### src/rtl/div_arbiter.sv
// div_arbiter
//   Shares one iterative divider between two requesters. The requester ports
//   are arbitrated round-robin. Ops whose result is fixed by the operands
//   bypass the divider:
//     - divide by zero
//     - signed 0x80000000 / -1
//   All other ops are issued to the divider. At most one op is in flight at
//   any time.
//
// Ports
//   clk, rst                         clock, synchronous active-high reset
//   reqN_valid/op/vregid/a/b         requester N op
//                                      op[0]=unsigned, op[1]=remainder
//   reqN_ready                       requester N op accepted this cycle
//   flush                            discard all in-flight work
//   div_idle, div_out_en,            divider handshake and results
//     div_q, div_rem
//   div_in_en, div_a, div_b,         divider start pulse and operands
//     div_signed
//   writeback_en/vregid/val          result pulse, tag and value
//   busy                             an op is being issued or awaited
module div_arbiter (
    input  logic        clk,
    input  logic        rst,
    input  logic        req0_valid,
    input  logic [2:0]  req0_op,
    input  logic [4:0]  req0_vregid,
    input  logic [31:0] req0_a,
    input  logic [31:0] req0_b,
    output logic        req0_ready,
    input  logic        req1_valid,
    input  logic [2:0]  req1_op,
    input  logic [4:0]  req1_vregid,
    input  logic [31:0] req1_a,
    input  logic [31:0] req1_b,
    output logic        req1_ready,
    input  logic        flush,
    input  logic        div_idle,
    input  logic        div_out_en,
    input  logic [31:0] div_q,
    input  logic [31:0] div_rem,
    output logic        div_in_en,
    output logic [31:0] div_a,
    output logic [31:0] div_b,
    output logic        div_signed,
    output logic        writeback_en,
    output logic [4:0]  writeback_vregid,
    output logic [31:0] writeback_val,
    output logic        busy
);

    localparam logic [1:0] IDLE  = 2'd0;
    localparam logic [1:0] ISSUE = 2'd1;
    localparam logic [1:0] WAIT  = 2'd2;

    logic [1:0]  state;
    logic        last_grant;
    logic        drop;
    logic [1:0]  op_q;
    logic [4:0]  tag_q;

    logic        grant;
    logic        can_accept;
    logic        accept;
    logic [1:0]  sel_op;
    logic [4:0]  sel_tag;
    logic [31:0] sel_a;
    logic [31:0] sel_b;
    logic        b_zero;
    logic        special;
    logic [31:0] special_val;

    // op[2] carries no meaning for this block.
    logic        unused_op_bits;
    assign unused_op_bits = req0_op[2] ^ req1_op[2];

    // With both ports valid, the port that did not win last time gets the grant.
    always_comb begin
        grant = 1'b0;
        if (req0_valid && req1_valid) grant = ~last_grant;
        else if (req1_valid)          grant = 1'b1;
    end

    assign can_accept = !rst && (state == IDLE) && !flush && div_idle;
    assign req0_ready = can_accept && req0_valid && !grant;
    assign req1_ready = can_accept && req1_valid && grant;
    assign accept     = req0_ready || req1_ready;

    assign sel_op  = grant ? req1_op[1:0] : req0_op[1:0];
    assign sel_tag = grant ? req1_vregid  : req0_vregid;
    assign sel_a   = grant ? req1_a       : req0_a;
    assign sel_b   = grant ? req1_b       : req0_b;

    assign b_zero  = (sel_b == 32'd0);
    assign special = b_zero ||
                     (!sel_op[0] && sel_a == 32'h8000_0000 && sel_b == 32'hFFFF_FFFF);

    // Divide by zero: q = all ones, rem = a. Signed overflow: q = INT_MIN, rem = 0.
    always_comb begin
        special_val = 32'd0;
        if (sel_op[1]) special_val = b_zero ? sel_a : 32'd0;
        else           special_val = b_zero ? 32'hFFFF_FFFF : 32'h8000_0000;
    end

    assign div_in_en  = !rst && (state == ISSUE) && !flush;
    assign div_signed = !op_q[0];
    assign busy       = (state != IDLE);

    always_ff @(posedge clk) begin
        if (rst) begin
            state            <= IDLE;
            last_grant       <= 1'b1;
            drop             <= 1'b0;
            op_q             <= 2'd0;
            tag_q            <= 5'd0;
            div_a            <= 32'd0;
            div_b            <= 32'd0;
            writeback_en     <= 1'b0;
            writeback_vregid <= 5'd0;
            writeback_val    <= 32'd0;
        end else begin
            writeback_en <= 1'b0;
            case (state)
                IDLE: begin
                    if (accept) begin
                        last_grant <= grant;
                        if (special) begin
                            writeback_en     <= 1'b1;
                            writeback_vregid <= sel_tag;
                            writeback_val    <= special_val;
                        end else begin
                            op_q  <= sel_op;
                            tag_q <= sel_tag;
                            div_a <= sel_a;
                            div_b <= sel_b;
                            state <= ISSUE;
                        end
                    end
                end
                ISSUE: state <= WAIT;  // flush here just abandons the op
                WAIT: begin
                    if (flush) drop <= 1'b1;
                    if (div_out_en) begin
                        state <= IDLE;
                        drop  <= 1'b0;
                        if (!drop && !flush) begin
                            writeback_en     <= 1'b1;
                            writeback_vregid <= tag_q;
                            writeback_val    <= op_q[1] ? div_rem : div_q;
                        end
                    end
                end
                default: state <= IDLE;
            endcase
            if (state == ISSUE && flush) state <= IDLE;
        end
    end

endmodule

### config.mk
export PLATFORM = sky130hd
export DESIGN_NAME = div_arbiter
export DESIGN_NICKNAME = d
export VERILOG_FILES = /design/src/rtl/div_arbiter.sv
export SDC_FILE = /design/constraint.sdc
export NUM_CORES = 1
export LEC_CHECK = 0
export ABC_AREA = 1
export ABC_CLOCK_PERIOD_IN_PS = 4000
export CORE_AREA = 2 2 127 129
export CTS_CLUSTER_SIZE = 30
export DETAILED_ROUTE_END_ITERATION = 10
export DIE_AREA = 0 0 129 131
export PLACE_DENSITY = 0.85
export REMOVE_ABC_BUFFERS = 1
export SYNTH_ARGS = -nofsm -noshare
export SYNTH_HDL_FRONTEND = slang
export SYNTH_SLANG_ARGS = --single-unit
### constraint.sdc
create_clock -name clk -period 4 [get_ports clk]
set_input_delay 0.8 -clock clk [delete_from_list [all_inputs] [get_ports clk]]
set_output_delay 0.8 -clock clk [all_outputs]
set_load 0.02 [all_outputs]
==> run metrics, run 1 <==
Hold Vio Cnt, Final 0; global-route wire length before repair 37900 um; internal power 2.65 mW; grt total ovfl 0; drt first-iter violations 566; delay-heaviest family, CP buffers and inverters; synthesized flop and latch total 113; status finished, final reports clean; R2R cell count 18; # diodes 0; First-pass DRT Iterations 5; clk sink count 113; Die H 131 um; antenna violations before repair 0; most used cell, CP clkdlybuf4s50_1; Setup crit start req0_valid; WP depth 6; max_slew headroom 29.2%; largest net degree at the start of global routing 95; setup_tns 0 ps; syn avg cell area 5.78 um2; Starting Density 43.8%; post-layout min period 3450 ps; Unique masters post-synth 26; Final setup viols 0; fin crit share 86.3%; DP HPWL 17200 um; total CTS buffers 17; CP Data Arrival Time 2650 ps; Syn. warnings 0; Core ar. 15600 um2; WL/cell 14.9 um; Worst Skew 7.57 ps; CTS tree done; Crit-path slowest cell clkdlybuf4s50_1; hold_ws 463 ps; VDD IR-drop max 261 uV; RSZ-0062 raised after global routing no; Power Total 3.54 mW; Max Fclk 0.290 GHz; Max clock buf depth 2; P_sw 0.888 mW; share of layout cells above drive strength 1 4.21%; CP Max Fanout 94; clk_lat worst skew 410 ps; Worst setup endpoint req0_ready; pwr/cell area 327 nW/um2; Sw Ratio 25.1%; r2r endpoint tag_q[2]$_SDFFE_PP0P_; Routed WL 25200 um; CP Capture Type output port; DR DRC count 0; vias after detailed routing 8349; Largest stage delay, worst path 600 ps; Nets 1674; # fillers 1334; Row Count 46; H-tree Lvls 4; worst reg2reg setup slack 1260 ps; Final Slew Violations 0; vias per cell 4.95; part of the power in combinational logic 19.1%; clock power share 47.6%; Multi-input gate area 3650 um2; routability congestion estimate 0.884; reg2reg start last_grant$_SDFFE_PP1P_; P_leak 4.88 nW; Bufs and invs on worst path 3; Syn Inst Count 1182; die area 16900 um2; max-cap violations 0; Antenna Nets Post-Route 0; io pins 322; vias in the first global route 7750; Setup Buffers After CTS 0; area grow syn2layout 58.0%; number of gates resized after cts 0; Slew @ Worst Pin 1060 ps; GR Util All Layers 28.6%; Worst-path clk slew 50 ps; root buf cell clkbuf_16; Critical Path Start Type primary input; critical path, cell by cell clkdlybuf4s50_1 > nand2_2 > nand2_4 > buf_12 > and3_1 > clkdlybuf4s50_1; critical path class in -> out; register area share after synthesis 33.1%; Flop pwr share 33.2%; Die X 129 um; register area 2260 um2; CTS hold repair buffers 0; PortBufs 319; Tightest Hold Check Type reg -> reg; mapped cell area 6830 um2; Worst Path Required 3200 ps
## synthesized netlist by cell type, drive strengths merged
cell	instances	area [um2]
a211oi	1	7.51
o21ai	85	425
nand4	1	6.26
and2	1	6.26
o22ai	31	194
or2	1	6.26
mux2i	5	50.1
nand2	384	1450
dfxtp	113	2260
and3	1	6.26
clkbuf	38	143
inv	152	571
buf	42	235
nand3	81	410
nor2	158	596
nand3b	10	75.1
a21oi	77	385
a31o	1	8.76
## power groups by stage
stage	registers, mW	logic [mW]	clock network, mW
finish	1.18	0.676	1.68
global route	1.18	0.740	1.75
CTS	1.18	0.675	1.71
detailed placement	1.20	0.671	0
global placement	1.20	0.664	0
floorplan	1.23	0.256	0
## flip-flops by register name (all words and copies together) (netlist names)
| signal | count |
|---|---|
| div_a | 32 |
| div_b | 32 |
| writeback_val | 32 |
| tag_q | 5 |
| writeback_vregid | 5 |
| op_q | 2 |
| state | 2 |
| drop | 1 |
| last_grant | 1 |
| writeback_en | 1 |
## cell usage in the layout, fill, tap and decap left out, drive strengths merged
| master | instances |
|---|---|
| nand2 | 384 |
| clkdlybuf4s50 | 317 |
| nor2 | 158 |
| inv | 152 |
| dfxtp | 113 |
| o21ai | 85 |
| nand3 | 81 |
| a21oi | 77 |
| o22ai | 31 |
| clkbuf | 22 |
| buf | 21 |
| nand3b | 10 |
| mux2i | 5 |
| bufinv | 5 |
| clkinv | 3 |
| clkinvlp | 2 |
| and3 | 1 |
| or2 | 1 |
| and2 | 1 |
| nand4 | 1 |
| a31o | 1 |
| a211oi | 1 |
## layer usage
layer / up-vias / part of all wire, % / global-route usage, %
li1: 4222 / - / -
met1: 3722 / 40 / 32.4
met2: 361 / 49 / 50.8
met3: 44 / 9.2 / 8.59
met4: 0 / 2.3 / 11.1
met5: - / 0 / 0
## tightest hold or removal path: stages (launching register included)
cell	delay (ps)
dfxtp_1	300
nand2_1	60
a21oi_1	60
## worst min path at each step
| stage | endpoint | startpoint | slack (ps) | cells past startpoint |
|---|---|---|---|---|
| after global routing | div_a[14]$_SDFFE_PP0P_ | div_a[14]$_SDFFE_PP0P_ | 480 | 2 |
| final | div_a[5]$_SDFFE_PP0P_ | div_a[5]$_SDFFE_PP0P_ | 460 | 2 |
| after floorplan | drop$_SDFFE_PP0P_ | drop$_SDFFE_PP0P_ | 430 | 2 |
| after global placement | drop$_SDFFE_PP0P_ | drop$_SDFFE_PP0P_ | 450 | 2 |
| after CTS | div_a[7]$_SDFFE_PP0P_ | div_a[7]$_SDFFE_PP0P_ | 460 | 2 |
| after detailed placement | div_a[7]$_SDFFE_PP0P_ | div_a[7]$_SDFFE_PP0P_ | 450 | 2 |
## area by class of cell
class / instances / share of cell area [%]
Timing Repair Buffer: 338 / 31.4
Clock buffer: 22 / 4.39
Tap cell: 216 / 2.50
Multi-Input combinational cell: 837 / 33.8
Clock inverter: 10 / 1.67
Inverter: 152 / 5.28
Sequential cell: 113 / 21.0
## logic make-up (layout without fill, tap and decap cells)
kind of cell | after synthesis | count (layout) | share of synthesized area, %
compound gates | 195 | 195 | 14.9
buf+inv | 232 | 522 | 13.9
flops | 113 | 113 | 33.1
mux | 5 | 5 | 0.732
simple gates | 637 | 637 | 37.3
## per-stage QoR
stage / utilization, % / setup WS (ps) / cell area (um2) / std cells
2_1_floorplan: - / -1380 / 6460 / 1102
3_3_place_gp: 65.0 / 323 / 10100 / 1656
3_5_place_dp: 65.0 / 267 / 10100 / 1656
4_1_cts: 69.2 / 542 / 10800 / 1688
5_1_grt: 69.2 / 453 / 10800 / 1688
6_report: 69.2 / 547 / 10800 / 1688
No activity file was read; power rests on OpenSTA's default activity.
==> run 2: changes to the inputs <==
- ABC_CLOCK_PERIOD_IN_PS: 4000 -> not set
- CAP_MARGIN: not set -> 10
- HOLD_SLACK_MARGIN: not set -> 0.05
==> results of run 2 <==
Final layout, timing and power as in run 1 (identical DEF).
